[config.mk]
export PLATFORM = sky130hd
export DESIGN_NAME = memwb_skid_stage_flat
export DESIGN_NICKNAME = d
export VERILOG_FILES = /design/src/rtl/memwb_skid_stage_if.sv /design/src/rtl/memwb_skid_stage.sv /design/src/flat_wrapper.sv
export SDC_FILE = /design/constraint.sdc
export NUM_CORES = 1
export LEC_CHECK = 0
export CELL_PAD_IN_SITES_DETAIL_PLACEMENT = 1
export CELL_PAD_IN_SITES_GLOBAL_PLACEMENT = 1
export CORE_MARGIN = 1
export CORE_UTILIZATION = 39
export CTS_BUF_LIST = sky130_fd_sc_hd__clkbuf_8
export DETAILED_ROUTE_END_ITERATION = 16
export GPL_ROUTABILITY_DRIVEN = 0
export HOLD_SLACK_MARGIN = 0.05
export PLACE_DENSITY_LB_ADDON = 0.12
export SLEW_MARGIN = 10
export SYNTH_ARGS = -nofsm -noshare
export SYNTH_HDL_FRONTEND = slang
export SYNTH_SLANG_ARGS = --single-unit
[constraint.sdc]
create_clock -name i_clk -period 2.8 [get_ports i_clk]
set_input_delay 0.28 -clock i_clk [delete_from_list [all_inputs] [get_ports i_clk]]
set_output_delay 0.28 -clock i_clk [all_outputs]
set_load 0.02 [all_outputs]
[src/rtl/memwb_skid_stage_if.sv]
// memwb_skid_stage_if
//   Handshake and payload bundle for the MEM/WB skid stage. Signal names are
//   given from the stage's point of view: i_* flow into the stage, o_* flow
//   out of it.
//   Modports:
//     slave  - the stage itself (consumes i_*, drives o_*)
//     master - the environment around the stage (drives i_*, consumes o_*)
//   Signals:
//     i_flush                        synchronous flush of all held entries
//     i_valid / o_ready              upstream handshake
//     i_data_pc4, i_data_alures,     memory-stage payload
//     i_data_memout, i_addr_regdst,
//     i_addr_Mrt, i_con_*
//     o_valid / i_ready              downstream handshake
//     o_data_*, o_addr_*, o_con_*    writeback payload
//     o_stall_cnt                    saturating back-pressure counter
interface memwb_skid_stage_if #(
  parameter int unsigned DATA_W = 32,
  parameter int unsigned RA_W   = 5,
  parameter int unsigned LMUX_W = 2,
  parameter int unsigned CNT_W  = 16
);
  logic              i_flush;
  logic              i_valid;
  logic              o_ready;
  logic [DATA_W-1:0] i_data_pc4;
  logic [DATA_W-1:0] i_data_alures;
  logic [DATA_W-1:0] i_data_memout;
  logic [RA_W-1:0]   i_addr_regdst;
  logic [RA_W-1:0]   i_addr_Mrt;
  logic [LMUX_W-1:0] i_con_Wloadmux;
  logic              i_con_Walupc8;
  logic              i_con_Wmemtoreg;
  logic              i_con_Wregwrite;
  logic              i_con_FWmemread;

  logic              o_valid;
  logic              i_ready;
  logic [DATA_W-1:0] o_data_pc8;
  logic [DATA_W-1:0] o_data_alures;
  logic [DATA_W-1:0] o_data_memout;
  logic [RA_W-1:0]   o_addr_regdst;
  logic [RA_W-1:0]   o_addr_Wrt;
  logic [LMUX_W-1:0] o_con_Wloadmux;
  logic              o_con_Walupc8;
  logic              o_con_Wmemtoreg;
  logic              o_con_Wregwrite;
  logic              o_con_FWmemread;
  logic [CNT_W-1:0]  o_stall_cnt;

  modport slave (
    input  i_flush, i_valid, i_data_pc4, i_data_alures, i_data_memout, i_addr_regdst,
           i_addr_Mrt, i_con_Wloadmux, i_con_Walupc8, i_con_Wmemtoreg, i_con_Wregwrite,
           i_con_FWmemread, i_ready,
    output o_ready, o_valid, o_data_pc8, o_data_alures, o_data_memout, o_addr_regdst,
           o_addr_Wrt, o_con_Wloadmux, o_con_Walupc8, o_con_Wmemtoreg, o_con_Wregwrite,
           o_con_FWmemread, o_stall_cnt
  );

  modport master (
    output i_flush, i_valid, i_data_pc4, i_data_alures, i_data_memout, i_addr_regdst,
           i_addr_Mrt, i_con_Wloadmux, i_con_Walupc8, i_con_Wmemtoreg, i_con_Wregwrite,
           i_con_FWmemread, i_ready,
    input  o_ready, o_valid, o_data_pc8, o_data_alures, o_data_memout, o_addr_regdst,
           o_addr_Wrt, o_con_Wloadmux, o_con_Walupc8, o_con_Wmemtoreg, o_con_Wregwrite,
           o_con_FWmemread, o_stall_cnt
  );
endinterface

[src/rtl/memwb_skid_stage.sv]
// memwb_skid_stage
//   MEM/WB pipeline stage with valid/ready handshake and a one-entry skid
//   buffer. The incoming PC+4 is turned into the link value (pc4 + LINK_OFF)
//   on entry; all other fields pass through verbatim. Writeback-enabling
//   controls are gated with o_valid so a drained or flushed stage cannot
//   write the register file or trigger forwarding.
//   Ports:
//     i_clk   rising-edge clock
//     i_nrst  asynchronous active-low reset
//     bus     memwb_skid_stage_if.slave: upstream/downstream handshake,
//             payload in/out, flush and stall counter
//   Every output is driven straight from a register (o_ready included), so
//   there is no combinational input-to-output path.
module memwb_skid_stage #(
  parameter int unsigned DATA_W   = 32,
  parameter int unsigned RA_W     = 5,
  parameter int unsigned LMUX_W   = 2,
  parameter int unsigned LINK_OFF = 4,
  parameter int unsigned CNT_W    = 16
) (
  input logic               i_clk,
  input logic               i_nrst,
  memwb_skid_stage_if.slave bus
);

  typedef struct packed {
    logic [DATA_W-1:0] pc8;
    logic [DATA_W-1:0] alures;
    logic [DATA_W-1:0] memout;
    logic [RA_W-1:0]   regdst;
    logic [RA_W-1:0]   rt;
    logic [LMUX_W-1:0] loadmux;
    logic              alupc8;
    logic              memtoreg;
    logic              regwrite;
    logic              fwmemread;
  } payload_t;

  // StEmpty: nothing held; StOne: main only; StFull: main and skid.
  typedef enum logic [1:0] {StEmpty, StOne, StFull} state_e;

  state_e           state_q;
  payload_t         main_q;
  payload_t         skid_q;
  payload_t         in_pl;
  logic             main_valid_q;
  logic             ready_q;
  logic [CNT_W-1:0] stall_cnt_q;

  logic accept;
  logic retire;
  logic stall;

  assign in_pl.pc8       = bus.i_data_pc4 + DATA_W'(LINK_OFF);
  assign in_pl.alures    = bus.i_data_alures;
  assign in_pl.memout    = bus.i_data_memout;
  assign in_pl.regdst    = bus.i_addr_regdst;
  assign in_pl.rt        = bus.i_addr_Mrt;
  assign in_pl.loadmux   = bus.i_con_Wloadmux;
  assign in_pl.alupc8    = bus.i_con_Walupc8;
  assign in_pl.memtoreg  = bus.i_con_Wmemtoreg;
  assign in_pl.regwrite  = bus.i_con_Wregwrite;
  assign in_pl.fwmemread = bus.i_con_FWmemread;

  assign accept = bus.i_valid & ready_q;
  assign retire = main_valid_q & bus.i_ready;
  // Counts upstream cycles that were offered but refused.
  assign stall  = bus.i_valid & ~ready_q;

  // State, flags, payload and counter all live in one clocked process so the
  // handshake flags can never disagree with the FSM encoding.
  always_ff @(posedge i_clk or negedge i_nrst) begin
    if (!i_nrst) begin
      state_q      <= StEmpty;
      main_valid_q <= 1'b0;
      ready_q      <= 1'b1;
      main_q       <= '0;
      skid_q       <= '0;
      stall_cnt_q  <= '0;
    end else begin
      // Stall counter ignores flush; only reset clears it.
      if (stall && (stall_cnt_q != {CNT_W{1'b1}})) begin
        stall_cnt_q <= stall_cnt_q + CNT_W'(1);
      end

      if (bus.i_flush) begin
        // Payload registers are left alone; the gated controls hide them.
        state_q      <= StEmpty;
        main_valid_q <= 1'b0;
        ready_q      <= 1'b1;
      end else begin
        case (state_q)
          StEmpty: begin
            if (accept) begin
              main_q       <= in_pl;
              main_valid_q <= 1'b1;
              state_q      <= StOne;
            end
          end
          StOne: begin
            if (accept && retire) begin
              main_q <= in_pl;
            end else if (accept) begin
              // Downstream stalled: park the new bundle behind main.
              skid_q  <= in_pl;
              ready_q <= 1'b0;
              state_q <= StFull;
            end else if (retire) begin
              main_valid_q <= 1'b0;
              state_q      <= StEmpty;
            end
          end
          StFull: begin
            if (retire) begin
              main_q  <= skid_q;
              ready_q <= 1'b1;
              state_q <= StOne;
            end
          end
          default: begin
            state_q      <= StEmpty;
            main_valid_q <= 1'b0;
            ready_q      <= 1'b1;
          end
        endcase
      end
    end
  end

  assign bus.o_ready         = ready_q;
  assign bus.o_valid         = main_valid_q;
  assign bus.o_data_pc8      = main_q.pc8;
  assign bus.o_data_alures   = main_q.alures;
  assign bus.o_data_memout   = main_q.memout;
  assign bus.o_addr_regdst   = main_q.regdst;
  assign bus.o_addr_Wrt      = main_q.rt;
  assign bus.o_con_Wloadmux  = main_q.loadmux;
  assign bus.o_con_Walupc8   = main_q.alupc8;
  assign bus.o_con_Wmemtoreg = main_q.memtoreg;
  assign bus.o_con_Wregwrite = main_q.regwrite & main_valid_q;
  assign bus.o_con_FWmemread = main_q.fwmemread & main_valid_q;
  assign bus.o_stall_cnt     = stall_cnt_q;

endmodule

[src/flat_wrapper.sv]
// flat-port wrapper written by rule: the top's interface ports become plain ports
module memwb_skid_stage_flat 
#(
  parameter int unsigned DATA_W   = 32,
  parameter int unsigned RA_W     = 5,
  parameter int unsigned LMUX_W   = 2,
  parameter int unsigned LINK_OFF = 4,
  parameter int unsigned CNT_W    = 16
)
  (i_clk, i_nrst, bus_i_flush, bus_i_valid, bus_i_data_pc4, bus_i_data_alures, bus_i_data_memout, bus_i_addr_regdst, bus_i_addr_Mrt, bus_i_con_Wloadmux, bus_i_con_Walupc8, bus_i_con_Wmemtoreg, bus_i_con_Wregwrite, bus_i_con_FWmemread, bus_i_ready, bus_o_ready, bus_o_valid, bus_o_data_pc8, bus_o_data_alures, bus_o_data_memout, bus_o_addr_regdst, bus_o_addr_Wrt, bus_o_con_Wloadmux, bus_o_con_Walupc8, bus_o_con_Wmemtoreg, bus_o_con_Wregwrite, bus_o_con_FWmemread, bus_o_stall_cnt);
  memwb_skid_stage_if #(.DATA_W(DATA_W), .RA_W(RA_W), .LMUX_W(LMUX_W), .CNT_W(CNT_W)) bus_i ();
  input logic i_clk;
  input logic i_nrst;
  input wire logic [$bits(bus_i.i_flush)-1:0] bus_i_flush;
  input wire logic [$bits(bus_i.i_valid)-1:0] bus_i_valid;
  input wire logic [$bits(bus_i.i_data_pc4)-1:0] bus_i_data_pc4;
  input wire logic [$bits(bus_i.i_data_alures)-1:0] bus_i_data_alures;
  input wire logic [$bits(bus_i.i_data_memout)-1:0] bus_i_data_memout;
  input wire logic [$bits(bus_i.i_addr_regdst)-1:0] bus_i_addr_regdst;
  input wire logic [$bits(bus_i.i_addr_Mrt)-1:0] bus_i_addr_Mrt;
  input wire logic [$bits(bus_i.i_con_Wloadmux)-1:0] bus_i_con_Wloadmux;
  input wire logic [$bits(bus_i.i_con_Walupc8)-1:0] bus_i_con_Walupc8;
  input wire logic [$bits(bus_i.i_con_Wmemtoreg)-1:0] bus_i_con_Wmemtoreg;
  input wire logic [$bits(bus_i.i_con_Wregwrite)-1:0] bus_i_con_Wregwrite;
  input wire logic [$bits(bus_i.i_con_FWmemread)-1:0] bus_i_con_FWmemread;
  input wire logic [$bits(bus_i.i_ready)-1:0] bus_i_ready;
  output wire logic [$bits(bus_i.o_ready)-1:0] bus_o_ready;
  output wire logic [$bits(bus_i.o_valid)-1:0] bus_o_valid;
  output wire logic [$bits(bus_i.o_data_pc8)-1:0] bus_o_data_pc8;
  output wire logic [$bits(bus_i.o_data_alures)-1:0] bus_o_data_alures;
  output wire logic [$bits(bus_i.o_data_memout)-1:0] bus_o_data_memout;
  output wire logic [$bits(bus_i.o_addr_regdst)-1:0] bus_o_addr_regdst;
  output wire logic [$bits(bus_i.o_addr_Wrt)-1:0] bus_o_addr_Wrt;
  output wire logic [$bits(bus_i.o_con_Wloadmux)-1:0] bus_o_con_Wloadmux;
  output wire logic [$bits(bus_i.o_con_Walupc8)-1:0] bus_o_con_Walupc8;
  output wire logic [$bits(bus_i.o_con_Wmemtoreg)-1:0] bus_o_con_Wmemtoreg;
  output wire logic [$bits(bus_i.o_con_Wregwrite)-1:0] bus_o_con_Wregwrite;
  output wire logic [$bits(bus_i.o_con_FWmemread)-1:0] bus_o_con_FWmemread;
  output wire logic [$bits(bus_i.o_stall_cnt)-1:0] bus_o_stall_cnt;
  assign bus_i.i_flush = bus_i_flush;
  assign bus_i.i_valid = bus_i_valid;
  assign bus_i.i_data_pc4 = bus_i_data_pc4;
  assign bus_i.i_data_alures = bus_i_data_alures;
  assign bus_i.i_data_memout = bus_i_data_memout;
  assign bus_i.i_addr_regdst = bus_i_addr_regdst;
  assign bus_i.i_addr_Mrt = bus_i_addr_Mrt;
  assign bus_i.i_con_Wloadmux = bus_i_con_Wloadmux;
  assign bus_i.i_con_Walupc8 = bus_i_con_Walupc8;
  assign bus_i.i_con_Wmemtoreg = bus_i_con_Wmemtoreg;
  assign bus_i.i_con_Wregwrite = bus_i_con_Wregwrite;
  assign bus_i.i_con_FWmemread = bus_i_con_FWmemread;
  assign bus_i.i_ready = bus_i_ready;
  assign bus_o_ready = bus_i.o_ready;
  assign bus_o_valid = bus_i.o_valid;
  assign bus_o_data_pc8 = bus_i.o_data_pc8;
  assign bus_o_data_alures = bus_i.o_data_alures;
  assign bus_o_data_memout = bus_i.o_data_memout;
  assign bus_o_addr_regdst = bus_i.o_addr_regdst;
  assign bus_o_addr_Wrt = bus_i.o_addr_Wrt;
  assign bus_o_con_Wloadmux = bus_i.o_con_Wloadmux;
  assign bus_o_con_Walupc8 = bus_i.o_con_Walupc8;
  assign bus_o_con_Wmemtoreg = bus_i.o_con_Wmemtoreg;
  assign bus_o_con_Wregwrite = bus_i.o_con_Wregwrite;
  assign bus_o_con_FWmemread = bus_i.o_con_FWmemread;
  assign bus_o_stall_cnt = bus_i.o_stall_cnt;
  memwb_skid_stage #(.DATA_W(DATA_W), .RA_W(RA_W), .LMUX_W(LMUX_W), .LINK_OFF(LINK_OFF), .CNT_W(CNT_W)) u_core (.i_clk(i_clk), .i_nrst(i_nrst), .bus(bus_i));
endmodule
* Yosys cells after proc, flatten, opt, wreduce, memory -nomap -nowiden
Cells that the tools add are included.
Word-level totals: bits in registers 244, output and inout bits 130, logic and storage cells 80, input bits 117
Operators by class: equality and inequality tests 15, add/sub/neg operators 2, muxes and demuxes 22, reduce and logical (&&, ||, !) cells 9, bitwise logic cells 8
Operators by type and width (number):
- 112-bit two-way mux | 3
- 112-bit case mux with 3 select lines | 1
- 32-bit by 3-bit adder with 32-bit output (second input constant) | 1
- 16-bit by 1-bit adder with 16-bit output (second input constant) | 1
- 16-bit inequality test (second input constant) | 1
- 2-bit two-way mux | 6
- 3-bit by 2-bit inequality test with 1-bit output (second input constant) | 4
- 4-bit AND reduction | 3
- 5-bit AND reduction | 2
- 1-bit two-way mux | 9
- 2-bit by 1-bit inequality test with 1-bit output (second input constant) | 3
- 3-bit inequality test (second input constant) | 2
- 1-bit case mux with 3 select lines | 2
- 2-bit case mux with 3 select lines | 1
- 1-bit bitwise AND | 5
- 2-bit inequality test (second input constant) | 2
- 4-bit by 2-bit inequality test with 1-bit output (second input constant) | 1
- 1-bit NOT | 3
- 3-bit nonzero test | 1
- 2-bit by 1-bit equality test with 1-bit output (second input constant) | 1
- 2-bit equality test (second input constant) | 1
- 1-bit logical AND | 2
- 2-bit logical NOT | 1

* Depth between registers and ports, before layout
Gate-level depths: netlist of the first run.
depth after elaboration 6, gate-level depth with buffers 9, depth with buffers taken out 6

* Least setup slack after synthesis of the first run
No wires, ideal clock.
path kind register to register, start reg u_core.main_valid_q, in the netlist u_core.bus.o_valid, end reg u_core.skid_q[11] (netlist name), required time 2735 ps, clock period less this slack 2103 ps, path buffers 3, path slack 697 ps, stages on the path, launching flop included 9, library setup time 65 ps, arrival time 2038 ps, cell sequence dfrtp_1 -> clkbuf_1 -> nand2_1 -> nand2_1 -> nor4_1 -> clkbuf_1 -> clkbuf_1 -> nand2_1 -> nand2_1
On the way: word-level cells in the longest chain between the ends 4
Ends and longest elaborated chain:
- start: declaration | RTL line memwb_skid_stage.sv:46 | logic main_valid_q;
- start signal: assignment | RTL line memwb_skid_stage.sv:75 | main_valid_q <= 1'b0;
- start signal: assignment | RTL line memwb_skid_stage.sv:89 | main_valid_q <= 1'b0;
- start signal: assignment | RTL line memwb_skid_stage.sv:96 | main_valid_q <= 1'b1;
- 1-bit bitwise AND | RTL line memwb_skid_stage.sv:66 | assign retire = main_valid_q & bus.i_ready;
- 1-bit logical AND | RTL line memwb_skid_stage.sv:101 | if (accept && retire) begin
- 1-bit NOT (no source line)
- 4-bit AND reduction (no source line)
- end signal: assignment | RTL line memwb_skid_stage.sv:105 | skid_q <= in_pl;
- end: declaration | RTL line memwb_skid_stage.sv:44 | payload_t skid_q;
Every way passes these cells. A chain may end at the register's enable or synchronous reset.

* Worst setup path in the final report of the first run
start reg u_core.main_valid_q, in the netlist u_core.bus.o_valid, end out bus_o_con_Wregwrite
On the way: word-level cells in the longest chain between the ends 1
Ends and longest elaborated chain:
- 1-bit bitwise AND | RTL line memwb_skid_stage.sv:140 | assign bus.o_con_Wregwrite = main_q.regwrite & main_valid_q;
- end: declaration | RTL line flat_wrapper.sv:37 | output wire logic [$bits(bus_i.o_con_Wregwrite)-1:0] bus_o_con_Wregwrite;
Every way passes these cells.

==> Implementation_results.wiki, run 1 <==
{| class="wikitable"
! Metric !! Value
|-
| Outcome || finished, final reports clean
|-
| Crit path capture type || output pin
|-
| Post-synthesis instance area || 11500 sq um
|-
| Initial antenna violation count || 1
|-
| Fmax || 463 MHz
|-
| Worst hold slack || 0.203 ns
|-
| R2r worst-path depth || 7
|-
| Detailed-route wire length || 32000 um
|-
| Area of all placed cells without fillers || 14600 sq um
|-
| CORE AREA || 28900 sq um
|-
| Number of nets at the end of the flow || 1587
|-
| Power per Cell Area || 1000 nW/um^2
|-
| Fin crit share || 0.772
|-
| Destination of the critical timing path || bus_o_con_Wregwrite
|-
| Final-report setup violation count || 0
|-
| Worst slew pin tran || 0.690 ns
|-
| Endpoint of the lowest-slack register-to-register path || u_core.bus.o_data_pc8[31]
|-
| Clock buffers created by TritonCTS || 45
|-
| Startpoint type of the worst setup path || register
|-
| Via count || 9454
|-
| Clock transition at path regs || 0.06 ns
|-
| All-layer global routing usage || 0.215
|-
| Length of the first detailed-routing pass in iterations || 4
|-
| Average size of a mapped cell || 8.59 sq um
|-
| Post-synthesis sequential area ratio || 0.530
|-
| Initial core utilization || 0.399
|-
| Placement Cell Area || 13600 sq um
|-
| Clock sinks || 244
|-
| Number of top-level design ports || 247
|-
| Post-synthesis to final-layout area growth || 26.5%
|-
| Average wire length per cell after detail routing || 17.0 um
|-
| Number of register bits inferred by synthesis || 244
|-
| Final cell count without fillers || 1885
|-
| Setup slack, reg-to-reg || 0.77 ns
|-
| Residual DRC || 0
|-
| Number of instances in the synthesized netlist || 1341
|-
| Clock Path Buffers || 3
|-
| Data arrival at the endpoint of the critical path || 1.88 ns
|-
| Placement row count || 62
|-
| Startpoint of the worst setup timing path || u_core.bus.o_valid
|-
| Setup repair after global routing missed its margin || false
|-
| Post-Synthesis Net Count || 1460
|-
| Max transition margin || 0.540
|-
| Proportion of netlist area held by the largest area contributor || 0.528
|-
| Routed Antenna Nets || 0
|-
| Max cap viols || 0
|-
| Distinct cell type count of the synthesized netlist || 43
|-
| Cell accounting for the most synthesized area || dfrtp_1
|-
| DP Cell Count || 1804
|-
| Maximum number of pins on one net before global-route repair || 109
|-
| Hold/Removal Path Class || input port to asynchronous set/reset pin
|-
| Area of the die || 30200 sq um
|-
| Post-CTS setup-driven buffer insertion count || 0
|-
| Worst setup path category || register to output pin
|-
| First-pass GRT wire length || 52500 um
|-
| Synthesis Warnings || 0
|-
| Clk Tree Root Cell || clkbuf_8
|-
| Worst path required time || 2.52 ns
|-
| Buffers on Ports || 246
|-
| Worst vdd ir || 460 uV
|-
| Die Span X || 174 um
|-
| Via count of the first global-routing pass || 9679
|-
| Beginning of the worst register-to-register path || u_core.state_q[1]
|-
| CTS H-Tree Depth || 2
|-
| Core occupancy in the finished layout || 0.505
|-
| Synth top area cells || dfrtp_1 (53%), nand2_1 (16%), buf_4 (7.0%)
|-
| Shortest period the worst path allows || 2.16 ns
|-
| Maximum net fanout on the critical path || 10
|-
| Leakage Power || 0.00651 uW
|-
| Sum of net half-perimeters after detailed placement || 20300 um
|-
| Count of final max-slew check failures || 0
|-
| CTS tree || built
|-
| Height of the die || 174 um
|-
| Clk_skew || 0.0143 ns
|-
| Initial drt markers || 553
|-
| Residual overflow from global routing || 0
|-
| Final-layout setup total negative slack || 0 ns
|-
| Layout cells sized above 1 || 0.0680
|-
| Source-to-sink clock delay at the later pin of the worst-skew pair || 0.53 ns
|-
| Via density || 5.02
|-
| Number of hold-slack violations in the final timing report || 0
|}
## how the worst min path moves through the flow
stage	from	endpoint	slack, ns	cells past startpoint
floorplan	i_nrst	u_core.bus.o_addr_Wrt[0]	-0.02	0
global placement	i_nrst	u_core.bus.o_data_alures[4]	0.18	1
detailed placement	i_nrst	u_core.skid_q[55]	0.17	1
CTS	i_nrst	u_core.skid_q[55]	0.18	2
global route	i_nrst	u_core.skid_q[55]	0.20	2
finish	i_nrst	u_core.skid_q[55]	0.20	2
## cell type report
cell class              instances  area, sq um
flip-flops and latches        244         6110
well taps                     384          480
multi-input cells             904         4290
repair buffers                267         2730
fillers                      3379        14300
inverters                       6         22.5
clock inverters                16         70.1
clock buffers                  63          867
diodes                          1         2.50
## worst max-delay path, stage by stage, from the launching register on
cell and delay (ns):
dfrtp_1 0.53, and2_1 0.18, clkdlybuf4s50_1 0.64
## sequential cells by signal, summed over array words and instances (netlist names), 2 cells and up
name,flops
u_core.bus.o_addr_Wrt,5
u_core.bus.o_addr_regdst,5
u_core.bus.o_con_Wloadmux,2
u_core.bus.o_data_alures,32
u_core.bus.o_data_memout,32
u_core.bus.o_data_pc8,32
u_core.bus.o_stall_cnt,16
u_core.main_q,2
u_core.skid_q,112
u_core.state_q,2
## power by group
group / internal [uW] / switching [uW]
sequential: 5120 / 941
clock: 1980 / 1510
combinational: 2310 / 2690
total: 9420 / 5150
## layer usage
layer,up-vias,share of wire,GRT usage
met5,-,0,0
met4,0,0.024,0.0651
met3,54,0.055,0.0447
met2,208,0.47,0.352
met1,4632,0.45,0.286
li1,4560,-,-
## cells by family after synthesis
kind of cell	share of synthesized area
flip-flops	0.530
AO/OA/AOI/OAI	0.0939
AND/OR/NAND/NOR	0.241
multiplexers	0.00196
XOR/XNOR	0.0312
buffers and inverters	0.0994
adder cells (fa/ha/maj)	0.00217
## cells in the mapped netlist, drive strengths merged
| library cell | instances |
|---|---|
| o21ai | 50 |
| nor2b | 2 |
| nand2b | 2 |
| a41oi | 1 |
| and3 | 6 |
| a211oi | 2 |
| mux2 | 2 |
| o21a | 1 |
| or3 | 3 |
| o2bb2ai | 1 |
| or4 | 2 |
| dfstp | 1 |
| xnor2 | 24 |
| nand3b | 1 |
| dfrtp | 243 |
| and3b | 1 |
| o211ai | 8 |
| and4 | 5 |
| a31oi | 86 |
| ha | 2 |
| a21oi | 10 |
| xor2 | 17 |
| o22a | 1 |
| nor2 | 103 |
| a21o | 3 |
| o21bai | 1 |
| nand4 | 22 |
| clkbuf | 66 |
| o22ai | 1 |
| and2 | 3 |
| nor3 | 14 |
| a22oi | 13 |
| buf | 121 |
| nand3 | 27 |
| nor4 | 3 |
| inv | 6 |
| nand2 | 487 |
## what timing repair did
action / CTS / global route
endpoints found under the hold margin: 40 / 0
resized for setup: 0 / 0
hold buffers: 1 / 0
setup endpoints to repair: 0 / 0
## placed cells by master, fill, tap and decap left out, types with 2 or more instances in the layout
master / instances
clkdlybuf4s50_1: 245
clkbuf_8: 63
buf_12: 8
ha_1: 2
nand2_1: 487
xor2_1: 17
xnor2_1: 24
nor2_1: 103
a22oi_1: 13
o21ai_0: 50
mux2_2: 2
inv_1: 16
and4_1: 4
nand3_1: 27
and3_1: 6
a31oi_1: 86
a21oi_1: 10
a211oi_1: 2
nand4_1: 21
nor4_1: 2
and2_1: 3
dfrtp_1: 243
buf_4: 12
nor3_1: 14
o211ai_1: 8
or3_2: 2
a21o_1: 3
clkinv_2: 5
## per-stage QoR
| step | total power (uW) | setup slack [ns] |
|---|---|---|
| after floorplan | 9570 | 0.697 |
| after global placement | 11000 | 0.242 |
| after detailed placement | 11200 | 0.223 |
| after CTS | 14800 | 0.593 |
| after global routing | 15500 | 0.537 |
| final | 14600 | 0.638 |
Power figures use the tool's default switching activity.
==> run 2, diff against run 1 <==
Clock period 2.8 ns to 2.2 ns, I/O delays scaled along.
==> run 2 against run 1 <==
  * Worst hold slack better by 0.033 ns
  * Design area is 3.8% higher
  * Total power is 29% higher
  * Die area stayed put
  * Clock skew is 0.0018 ns lower
  * First-iteration DRC count is 12% lower
  * Global-route usage is 0.72 points higher
  * Combinational power is 32% higher
  * Sequential power is 27% higher
  * Sequential share of layout area is 1.5 points lower
  * Via count is 2.5% higher
  * Sequential cell count stayed put
  * Largest cell class unchanged
  * Highest routed layer is now met5
==> Implementation_results.wiki, run 2 (synthesized netlist as in run 1, its figures left out) <==
{| class="wikitable"
! Metric !! Value
|-
| Outcome || finished, final reports clean
|-
| Beginning of the worst register-to-register path || u_core.bus.o_ready
|-
| Layout cells sized above 1 || 0.0977 (+0.0297)
|-
| Startpoint of the worst setup timing path || u_core.bus.o_valid
|-
| Startpoint type of the worst setup path || register
|-
| Worst setup path category || register to output pin
|-
| Number of nets at the end of the flow || 1641 (+3.4%)
|-
| Number of hold-slack violations in the final timing report || 0 (unchanged)
|-
| Setup repair after global routing missed its margin || false
|-
| Endpoint of the worst hold-timing path || u_core.skid_q[19]
|-
| Placement row count || 62 (unchanged)
|-
| Routed Antenna Nets || 0 (unchanged)
|-
| Sum of net half-perimeters after detailed placement || 22100 um (+8.8%)
|-
| Height of the die || 174 um (unchanged)
|-
| Initial core utilization || 0.399 (unchanged)
|-
| Clock buffers created by TritonCTS || 45 (unchanged)
|-
| Final-layout setup total negative slack || 0 ns (unchanged)
|-
| R2r worst-path depth || 6 (-1)
|-
| Source-to-sink clock delay at the later pin of the worst-skew pair || 0.55 ns (+0.02 ns)
|-
| Most used cells in the layout excluding fill and tap cells || nand2_1 (487), clkdlybuf4s50_1 (245), dfrtp_1 (242)
|-
| Hold Path Origin || bus_i_data_memout[3]
|-
| # diodes || 0 (-1)
|-
| Initial antenna violation count || 1 (unchanged)
|-
| Worst vdd ir || 561 uV (+22%)
|-
| Max transition margin || 0.566 (+0.0266)
|-
| Crit path capture type || output pin
|-
| Final cell count without fillers || 1940 (+2.9%)
|-
| Maximum number of pins on one net before global-route repair || 74 (-32%)
|-
| Power per Cell Area || 1240 nW/um^2 (+24%)
|-
| CTS H-Tree Depth || 2 (unchanged)
|-
| Leakage Power || 0.00683 uW (+5.0%)
|-
| All-layer global routing usage || 0.222 (+0.00722)
|-
| DP Cell Count || 1858 (+3.0%)
|-
| Residual overflow from global routing || 0 (unchanged)
|-
| Largest reg by FF count || u_core.skid_q
|-
| Clock sinks || 244 (unchanged)
|-
| CTS tree || built
|-
| Longest individual stage delay on the worst path || 0.62 ns (-0.02 ns)
|-
| Setup slack, reg-to-reg || 0.26 ns (-0.51 ns)
|-
| Buffers on Ports || 246 (unchanged)
|-
| First-pass GRT wire length || 54400 um (+3.8%)
|-
| Clk_skew || 0.0125 ns (-0.00183 ns)
|-
| Final-report setup violation count || 0 (unchanged)
|-
| Fin crit share || 0.946
|-
| Number of flip-flops in the largest register || 112 (unchanged)
|-
| Average wire length per cell after detail routing || 17.1 um (+0.62%)
|-
| Hold/Removal Path Class || input port to register
|-
| Critical-path cell list || buf_4 -> and2_1 -> clkdlybuf4s50_1
|-
| Placement Cell Area || 14200 sq um (+4.1%)
|-
| Length of the first detailed-routing pass in iterations || 4 (unchanged)
|-
| Area of all placed cells without fillers || 15100 sq um (+3.8%)
|-
| Worst slew pin tran || 0.650 ns (-0.0398 ns)
|-
| Maximum net fanout on the critical path || 6 (-4)
|-
| Worst path required time || 1.98 ns (-0.54 ns)
|-
| Via count of the first global-routing pass || 10200 (+5.5%)
|-
| Area of the die || 30200 sq um (unchanged)
|-
| Via count || 9694 (+2.5%)
|-
| CORE AREA || 28900 sq um (unchanged)
|-
| Residual DRC || 0 (unchanged)
|-
| Fmax || 481 MHz
|-
| Most common library cell in the layout ignoring fill and taps || nand2_1
|-
| Number of top-level design ports || 247 (unchanged)
|-
| Detailed-route wire length || 33100 um (+3.6%)
|-
| Via density || 5.00 (-0.37%)
|-
| Initial drt markers || 487 (-12%)
|-
| Shortest period the worst path allows || 2.08 ns
|-
| Data arrival at the endpoint of the critical path || 1.86 ns (-0.02 ns)
|-
| Cell type of the slowest stage on the worst timing path || clkdlybuf4s50_1
|-
| Max cap viols || 0 (unchanged)
|-
| Clock transition at path regs || 0.06 ns (about the same)
|-
| Count of buffer and inverter cells on the critical path || 2 (+1)
|-
| Number of cells traversed by the worst hold path || 3
|-
| Clk Tree Root Cell || clkbuf_8
|-
| Endpoint of the lowest-slack register-to-register path || u_core.bus.o_addr_Wrt[3]
|-
| Total power || 18800 uW (+29%)
|-
| Crit-path leading delay family || buffers and inverters
|-
| Post-synthesis to final-layout area growth || 31.3%
|-
| Clock Path Buffers || 3 (unchanged)
|-
| Die Span X || 174 um (unchanged)
|-
| Count of final max-slew check failures || 0 (unchanged)
|}
## run 2: cell types whose count changed in the layout (fill, tap and decap cells not counted), sizes merged
cell / delta
inv: +7
diode: -1
clkbuf: -6
buf: +54
bufinv: +2
clkinv: -1
## run 2: power breakdown
part	leakage [uW]	internal, uW	total [uW]	switching [uW]
Sequential	0.00294	6520	7710	1190
Clock	0.000544	2560	4490	1940
Combinational	0.00334	3100	6590	3490
Total	0.00683	12200	18800	6620
## run 2: layer usage
metal	share of wire	GRT usage	vias to the layer above
li1	-	-	4667
met5	0.00039	0	-
met1	0.45	0.290	4750
met2	0.48	0.373	215
met3	0.048	0.0450	60
met4	0.022	0.0621	2
## run 2: worst max path at each step
stage          cells past startpoint                        end  slack, ns
6_report                           3        bus_o_con_FWmemread       0.12
5_1_grt                            3        bus_o_con_FWmemread       0.05
4_1_cts                            3        bus_o_con_FWmemread     0.0007
3_5_place_dp                       6  u_core.bus.o_data_pc8[31]      -0.18
3_3_place_gp                       6  u_core.bus.o_data_pc8[31]      -0.15
2_1_floorplan                      8          u_core.skid_q[11]        0.1
## run 2: area by class of cell
class | instances | area (sq um)
repair buffers | 321 | 3280
clock buffers | 57 | 785
flip-flops and latches | 244 | 6110
multi-input cells | 904 | 4290
inverters | 6 | 22.5
clock inverters | 24 | 151
fillers | 3366 | 13700
well taps | 384 | 480
## run 2: per-stage QoR
stage                     hold slack (ns)  setup slack (ns)   util
after detailed placement            0.248            -0.180  0.491
after global placement              0.246            -0.154  0.491
after floorplan                   -0.0756            0.0973      -
final                               0.236             0.119  0.524
after global routing                0.216            0.0485  0.524
after CTS                           0.206          0.000700  0.524
## run 2: tightest hold or removal path: cells and delay by family
family                 cells  cell delay [ns]
buffers and inverters      1             0.42
AND/OR/NAND/NOR            2             0.10
## run 2: timing repair
action	CTS	global route
endpoints found under the setup margin	0	1
buffers inserted	0	0
resized for setup	0	1
hold buffers	1	0
endpoints found under the hold margin	63	0
